### src/rtl/enigma_keyer.sv
// -----------------------------------------------------------------------------
// enigma_keyer
// Keyboard front end for an electro-mechanical style cipher stage. A raw
// pushbutton is synchronised and debounced; each accepted press drives one
// one-hot letter into the external rotor/reflector stage. The drive is held
// long enough for that stage to settle, then the returned lamp is sampled and
// encoded into a 5-bit cipher index.
//
// Optional feature macro: KEYER_AUTOREPEAT_EN
//   When defined, holding the key re-keys the current letter_in every
//   REPEAT_CYCLES cycles. When undefined, one character is produced per press.
//
// Ports
//   clock        in   1   sole clock, rising edge
//   resetn       in   1   asynchronous active-low reset
//   key_n        in   1   raw pushbutton, active-low, asynchronous
//   letter_in    in   5   plaintext letter index 0..25
//   rotor_in     out  26  one-hot drive to the rotor stage, zero when idle
//   lamp         in   26  one-hot return from the rotor stage
//   cipher_out   out  5   encoded index of the last good lamp capture
//   cipher_valid out  1   one-cycle pulse when cipher_out updates
//   busy         out  1   high whenever the FSM is not idle
//   err          out  1   one-cycle pulse on bad letter or bad lamp
// -----------------------------------------------------------------------------
module enigma_keyer #(
  parameter int DEBOUNCE_CYCLES = 16,
  parameter int SETTLE_CYCLES   = 4,
  parameter int REPEAT_CYCLES   = 64
) (
  input  logic        clock,
  input  logic        resetn,
  input  logic        key_n,
  input  logic [4:0]  letter_in,
  output logic [25:0] rotor_in,
  input  logic [25:0] lamp,
  output logic [4:0]  cipher_out,
  output logic        cipher_valid,
  output logic        busy,
  output logic        err
);

  localparam logic [2:0] ST_IDLE     = 3'd0;
  localparam logic [2:0] ST_DEBOUNCE = 3'd1;
  localparam logic [2:0] ST_DRIVE    = 3'd2;
  localparam logic [2:0] ST_CAPTURE  = 3'd3;
  localparam logic [2:0] ST_WAIT     = 3'd4;

  // One counter serves debounce, settle and release timing, so it must hold
  // the larger of the two limits.
  localparam int CNT_MAX = (DEBOUNCE_CYCLES > SETTLE_CYCLES) ? DEBOUNCE_CYCLES : SETTLE_CYCLES;
  localparam int CNT_W   = $clog2(CNT_MAX + 1);

  localparam logic [CNT_W-1:0] DEB_LIM = CNT_W'(DEBOUNCE_CYCLES);
  // DRIVE lasts SETTLE_CYCLES-1 cycles; the single CAPTURE cycle completes
  // the SETTLE_CYCLES-long rotor_in window.
  localparam logic [CNT_W-1:0] SET_LIM = CNT_W'(SETTLE_CYCLES - 1);

  // Reject configurations the timing scheme cannot honour.
  if (SETTLE_CYCLES < 2 || SETTLE_CYCLES > 255 || DEBOUNCE_CYCLES < 1 ||
      REPEAT_CYCLES <= SETTLE_CYCLES) begin : g_bad_params
    $error("enigma_keyer: illegal parameter combination");
  end

  // ---------------------------------------------------------------------------
  // Helpers
  // ---------------------------------------------------------------------------
  function automatic logic is_onehot26(input logic [25:0] v);
    return (v != 26'd0) && ((v & (v - 26'd1)) == 26'd0);
  endfunction

  function automatic logic [4:0] enc26(input logic [25:0] v);
    logic [4:0] idx;
    idx = 5'd0;
    for (int i = 0; i < 26; i++) begin
      if (v[i]) begin
        idx = 5'(i);
      end else begin
        idx = idx;
      end
    end
    return idx;
  endfunction

  function automatic logic [25:0] dec26(input logic [4:0] l);
    return 26'd1 << l;
  endfunction

  function automatic logic [CNT_W-1:0] cnt_sat_inc(input logic [CNT_W-1:0] c);
    return (c == {CNT_W{1'b1}}) ? c : c + CNT_W'(1);
  endfunction

  // ---------------------------------------------------------------------------
  // State
  // ---------------------------------------------------------------------------
  logic             sync1_q, sync2_q;
  logic             key_s;
  logic [2:0]       state_q, state_d;
  logic [CNT_W-1:0] cnt_q, cnt_d, cnt_inc_s;
  logic [25:0]      rotor_q, rotor_d;
  logic [4:0]       cipher_q, cipher_d;
  logic             cipher_valid_q, cipher_valid_d;
  logic             err_q, err_d;
  logic             busy_q, busy_d;

  // Key is active-low: key_s == 0 means pressed.
  assign key_s = sync2_q;

`ifdef KEYER_AUTOREPEAT_EN
  localparam int               REP_W   = $clog2(REPEAT_CYCLES + 1);
  localparam logic [REP_W-1:0] REP_LIM = REP_W'(REPEAT_CYCLES);

  logic [REP_W-1:0] rep_q, rep_d, rep_inc_s;
  logic             rep_hit_s;

  // Hold timer: runs from the first DRIVE cycle of a character while the key
  // stays low, so consecutive drives start exactly REPEAT_CYCLES apart.
  always_comb begin
    rep_inc_s = (rep_q == {REP_W{1'b1}}) ? rep_q : rep_q + REP_W'(1);
    rep_hit_s = 1'b0;
    rep_d     = {REP_W{1'b0}};
    if (key_s || (state_q == ST_IDLE) || (state_q == ST_DEBOUNCE)) begin
      rep_d = {REP_W{1'b0}};
    end else if ((state_q == ST_WAIT) && (rep_inc_s >= REP_LIM)) begin
      rep_hit_s = 1'b1;
      rep_d     = {REP_W{1'b0}};
    end else begin
      rep_d = rep_inc_s;
    end
  end

  // Hold timer register.
  always_ff @(posedge clock or negedge resetn) begin
    if (!resetn) begin
      rep_q <= {REP_W{1'b0}};
    end else begin
      rep_q <= rep_d;
    end
  end
`endif

  // Two-flop synchroniser for the asynchronous pushbutton; idles released.
  always_ff @(posedge clock or negedge resetn) begin
    if (!resetn) begin
      sync1_q <= 1'b1;
      sync2_q <= 1'b1;
    end else begin
      sync1_q <= key_n;
      sync2_q <= sync1_q;
    end
  end

  // Next-state and output logic of the keying FSM.
  always_comb begin
    state_d        = state_q;
    cnt_d          = cnt_q;
    rotor_d        = rotor_q;
    cipher_d       = cipher_q;
    cipher_valid_d = 1'b0;
    err_d          = 1'b0;
    cnt_inc_s      = cnt_sat_inc(cnt_q);

    case (state_q)
      ST_IDLE: begin
        cnt_d   = {CNT_W{1'b0}};
        rotor_d = 26'd0;
        if (!key_s) begin
          state_d = ST_DEBOUNCE;
        end else begin
          state_d = ST_IDLE;
        end
      end

      ST_DEBOUNCE: begin
        if (key_s) begin
          state_d = ST_IDLE;
          cnt_d   = {CNT_W{1'b0}};
        end else if (cnt_inc_s >= DEB_LIM) begin
          cnt_d = {CNT_W{1'b0}};
          if (letter_in > 5'd25) begin
            err_d   = 1'b1;
            state_d = ST_WAIT;
          end else begin
            // rotor_q doubles as the latched letter for the whole window.
            rotor_d = dec26(letter_in);
            state_d = ST_DRIVE;
          end
        end else begin
          cnt_d = cnt_inc_s;
        end
      end

      ST_DRIVE: begin
        if (cnt_inc_s >= SET_LIM) begin
          cnt_d   = {CNT_W{1'b0}};
          state_d = ST_CAPTURE;
        end else begin
          cnt_d = cnt_inc_s;
        end
      end

      ST_CAPTURE: begin
        rotor_d = 26'd0;
        cnt_d   = {CNT_W{1'b0}};
        state_d = ST_WAIT;
        if (is_onehot26(lamp)) begin
          cipher_d       = enc26(lamp);
          cipher_valid_d = 1'b1;
        end else begin
          err_d = 1'b1;
        end
      end

      ST_WAIT: begin
        if (key_s) begin
          if (cnt_inc_s >= DEB_LIM) begin
            state_d = ST_IDLE;
            cnt_d   = {CNT_W{1'b0}};
          end else begin
            cnt_d = cnt_inc_s;
          end
        end else begin
          // Any low sample restarts the release qualification.
          cnt_d = {CNT_W{1'b0}};
`ifdef KEYER_AUTOREPEAT_EN
          if (rep_hit_s) begin
            if (letter_in > 5'd25) begin
              err_d = 1'b1;
            end else begin
              rotor_d = dec26(letter_in);
              state_d = ST_DRIVE;
            end
          end else begin
            state_d = ST_WAIT;
          end
`endif
        end
      end

      default: begin
        state_d = ST_IDLE;
        cnt_d   = {CNT_W{1'b0}};
        rotor_d = 26'd0;
      end
    endcase

    busy_d = (state_d != ST_IDLE);
  end

  // FSM and registered output state.
  always_ff @(posedge clock or negedge resetn) begin
    if (!resetn) begin
      state_q        <= ST_IDLE;
      cnt_q          <= {CNT_W{1'b0}};
      rotor_q        <= 26'd0;
      cipher_q       <= 5'd0;
      cipher_valid_q <= 1'b0;
      err_q          <= 1'b0;
      busy_q         <= 1'b0;
    end else begin
      state_q        <= state_d;
      cnt_q          <= cnt_d;
      rotor_q        <= rotor_d;
      cipher_q       <= cipher_d;
      cipher_valid_q <= cipher_valid_d;
      err_q          <= err_d;
      busy_q         <= busy_d;
    end
  end

  assign rotor_in     = rotor_q;
  assign cipher_out   = cipher_q;
  assign cipher_valid = cipher_valid_q;
  assign err          = err_q;
  assign busy         = busy_q;

endmodule

### config.mk
export PLATFORM = sky130hd
export DESIGN_NAME = enigma_keyer
export DESIGN_NICKNAME = d
export VERILOG_FILES = /design/src/rtl/enigma_keyer.sv
export SDC_FILE = /design/constraint.sdc
export NUM_CORES = 1
export LEC_CHECK = 0
export CAP_MARGIN = 15
export CORE_UTILIZATION = 35
export CTS_BUF_LIST = sky130_fd_sc_hd__clkbuf_2 sky130_fd_sc_hd__clkbuf_4 sky130_fd_sc_hd__clkbuf_8
export DETAILED_ROUTE_END_ITERATION = 6
export PLACE_DENSITY = 0.65
export REMOVE_ABC_BUFFERS = 1
export SLEW_MARGIN = 0
export SYNTH_ARGS = -nofsm -noshare
export SYNTH_HDL_FRONTEND = slang
export SYNTH_SLANG_ARGS = --single-unit
### constraint.sdc
create_clock -name clock -period 2.62 [get_ports clock]
set_clock_uncertainty 0.2 [all_clocks]
set_input_delay 0.655 -clock clock [delete_from_list [all_inputs] [get_ports clock]]
set_output_delay 0.655 -clock clock [all_outputs]
set_load 0.03 [all_outputs]
==> impl_metrics.yaml <==
outcome:
  outcome: "finished, violations left"
  violations: "setup timing"
finish:
  area_growth_pct: 61.1
  design_area_sq_mm: 0.00414
  multi_input_area_sq_mm: 0.00151
  drive_gt1_share_pct: 30.1
  fill_cells: 618
  layout.area.seq_sq_mm: 0.00110
  final_common_cell: "buf_4"
  layout.cells.most_common_list: "buf_4 (69), clkdlybuf4s50_1 (52), nand2_1 (44), dfrtp_1 (42), nor2_1 (25)"
  antenna_cells: 0
  nets: 464
global_routing:
  antenna_found_initial: 0
  gr-total-overflow: 0
  grt_max_degree: 45
  grt_usage_pct: 19.8
  grt_pass1_wl_microns: 12100
  grt_pass1_vias: 2668
synthesis:
  synth_area_per_cell_sq_um: 8.68
  async_flop_share_pct: 100
  netlist_area_sq_mm: 0.00257
  synth_edf_count: 0
  synth_ff_type: "dfrtp_1"
  ys_seq_area_share_pct: 42.9
  yosys_warnings: 0
  ys_seq_elements: 44
  ys_types: 51
  synthCells: 296
sta:
  min_period_ns: 3.08
  hold_violations: 0
  fin_tns_setup_ns: -2.51
  slew_headroom_pct: 64.6
  finalSetupViolCount: 7
  max_slew.worst_pin.slew_ns: 0.517
  setup_ws_ns: -0.461
  finalMaxSlewViolations: 0
  fmax_ghz: 0.325
  rsz0062_at_grt: "yes"
  period_share_pct: 118
routing:
  routed_wl_microns: 7340
  drt_pre_antenna_iters: 4
  final_antenna_net_count: 0
  dr_total_vias: 2739
  drt-vias-per-instance: 5.22
  wl_per_cell_microns: 14.0
  drt-initial-drc-count: 139
  drc: 0
placement:
  port_buffers: 67
  pre_cts_slack_ns: -1.43
  hpwl_microns: 5440
  dpl_cell_area_sq_mm: 0.00385
  gp_congestion: 0.903
cts:
  cts_buffers: 5
  cts_max_path_buffers: 2
  cts_tree: "done"
  path_clk_slew_ns: 0.08
  htree_levels: 2
  cts_sinks: 44
  clock_latency_ns: 0.29
  cts-root-buf: "clkbuf_8"
pwr:
  power.density_mw_per_mm2: 569
  seqPwrFrac_pct: 35.1
  p_sw_share_pct: 39.0
  total_power_mw: 2.36
  ir_drop_uv: 421
  p_clk_share_pct: 17.1
  p_int_mw: 1.44
  power_leakage_nw: 1.72
  power.switching_mw: 0.919
  combPwrFrac_pct: 47.8
job:
  maxCapViolCount: 0
floorplan:
  die_x_microns: 87.7
  core_sq_mm: 0.00694
  num_io_pins: 68
  die_h_microns: 87.7
  start_util_pct: 37.0
  rows: 30
  die_area_sq_mm: 0.00769
worst_setup_path:
  rr_worst_depth: 7
  worstReg2RegEnd: "cnt_q[1]"
  max_stage_delay_ns: 0.60
  start_kind: "input port"
  rrSetupSlack_ns: 0.26
  cp.arrival_ns: 3.07
  crit_start: "lamp[10]"
  crit_end: "cipher_out[4]"
  required_ns: 2.61
  crit_type: "in2reg"
  r2r-start: "cnt_q[0]"
  critPathSlowestCell: "or4_4"
  worstPathCellList: "buf_6, or4_4, or4_4, o32ai_4, nand4_1, or3_4, inv_4, mux2_4"
  crit_top_cell: "or4_4"
  end_kind: "register"
  crit_fanout: 6
min_path:
  holdPathStages: 0
  hold_class: "reg2reg"
[layout make-up]
type	instances	area share (%)
clock inverter	2	0.302
multi-input combinational	221	36.3
tap	96	2.90
clock buffer	5	1.66
sequential	44	26.6
timing repair buffer	144	30.9
inverter	13	1.24
[per-layer routing]
metal  share of wire [%]  GRT usage (%)
met3                 5.1           2.54
met2                  49           36.3
met5                   0              0
met1                  44           25.0
met4                 1.1           4.32
[per-stage QoR]
stage / hold slack (ns) / std cells / util, %
after floorplan: 0.145 / 278 / -
after CTS: 0.159 / 523 / 58.8
after global placement: 0.146 / 511 / 55.4
after detailed placement: 0.147 / 511 / 55.4
final: 0.156 / 525 / 59.6
after global routing: 0.163 / 525 / 59.6
[logic make-up (layout without fill, tap and decap cells)]
group,Yosys count,after routing,synth area share (%)
buffers and inverters,31,164,4.92
AO/OA/AOI/OAI,89,89,24.9
AND/OR/NAND/NOR,124,124,24.1
other,1,1,0.146
flip-flops,44,44,42.9
multiplexers,2,2,1.17
adder cells (fa/ha/maj),1,1,0.487
XOR/XNOR,4,4,1.36
[critical path: cells and delay by family]
kind,cells,cell delay [ns]
and+or+nand+nor,4,1.70
AOI/OAI and AO/OA,1,0.25
buffers and inverters,2,0.17
muxes,1,0.29
[registers in the layout, indices dropped and copies added, names as in the netlist]
| register | count |
|---|---|
| key_s | 1 |
| cipher_out | 5 |
| state_q | 3 |
| busy | 1 |
| rotor_in | 26 |
| sync1_q | 1 |
| cnt_q | 5 |
| cipher_valid | 1 |
| err | 1 |
[worst min-delay path by stage]
stage | start | end | slack [ns]
CTS | sync1_q | key_s | 0.16
global route | sync1_q | key_s | 0.16
detailed placement | sync1_q | key_s | 0.15
global placement | sync1_q | key_s | 0.15
finish | sync1_q | key_s | 0.16
floorplan | sync1_q | key_s | 0.15
[synthesized netlist by cell type (2+ instances only)]
master / n / area [sq um]
clkbuf_1: 14 / 52.6
o21ai_0: 20 / 100
or2_2: 2 / 12.5
or3_1: 3 / 18.8
o31ai_1: 14 / 105
o21a_1: 2 / 15.0
nor2_1: 25 / 93.8
a31oi_1: 2 / 12.5
dfstp_2: 2 / 52.6
dfrtp_1: 42 / 1050
a211oi_1: 5 / 37.5
nand2_1: 44 / 165
o211ai_1: 3 / 22.5
o41ai_1: 15 / 131
nand4_1: 4 / 25.0
a21oi_1: 13 / 65.1
nor3_1: 6 / 30.0
or4_1: 12 / 90.1
nand2b_1: 4 / 25.0
o31a_2: 2 / 20.0
xnor2_1: 2 / 17.5
inv_1: 12 / 45.0
nor4_1: 9 / 56.3
o41ai_2: 2 / 32.5
nand3_1: 6 / 30.0
mux2_4: 2 / 30.0
xor2_1: 2 / 17.5
nand4b_1: 2 / 17.5
o32ai_1: 2 / 17.5
buf_2: 2 / 10.0
[repair_timing]
action                                  CTS  global route
endpoints found under the setup margin    7            10
gates resized for setup                  56            12
buffers inserted                          6             3
pin swaps                                21             9
hold buffers                              0             0
[power by group through the flow]
| stage | combinational (mW) | clock [mW] | sequential, mW |
|---|---|---|---|
| after detailed placement | 1.10 | 0 | 0.841 |
| after CTS | 1.12 | 0.414 | 0.827 |
| final | 1.13 | 0.403 | 0.828 |
| after floorplan | 0.369 | 0 | 0.895 |
| after global placement | 1.10 | 0 | 0.839 |
| after global routing | 1.22 | 0.439 | 0.841 |
Note: power is estimated with default switching activity, not from simulation.
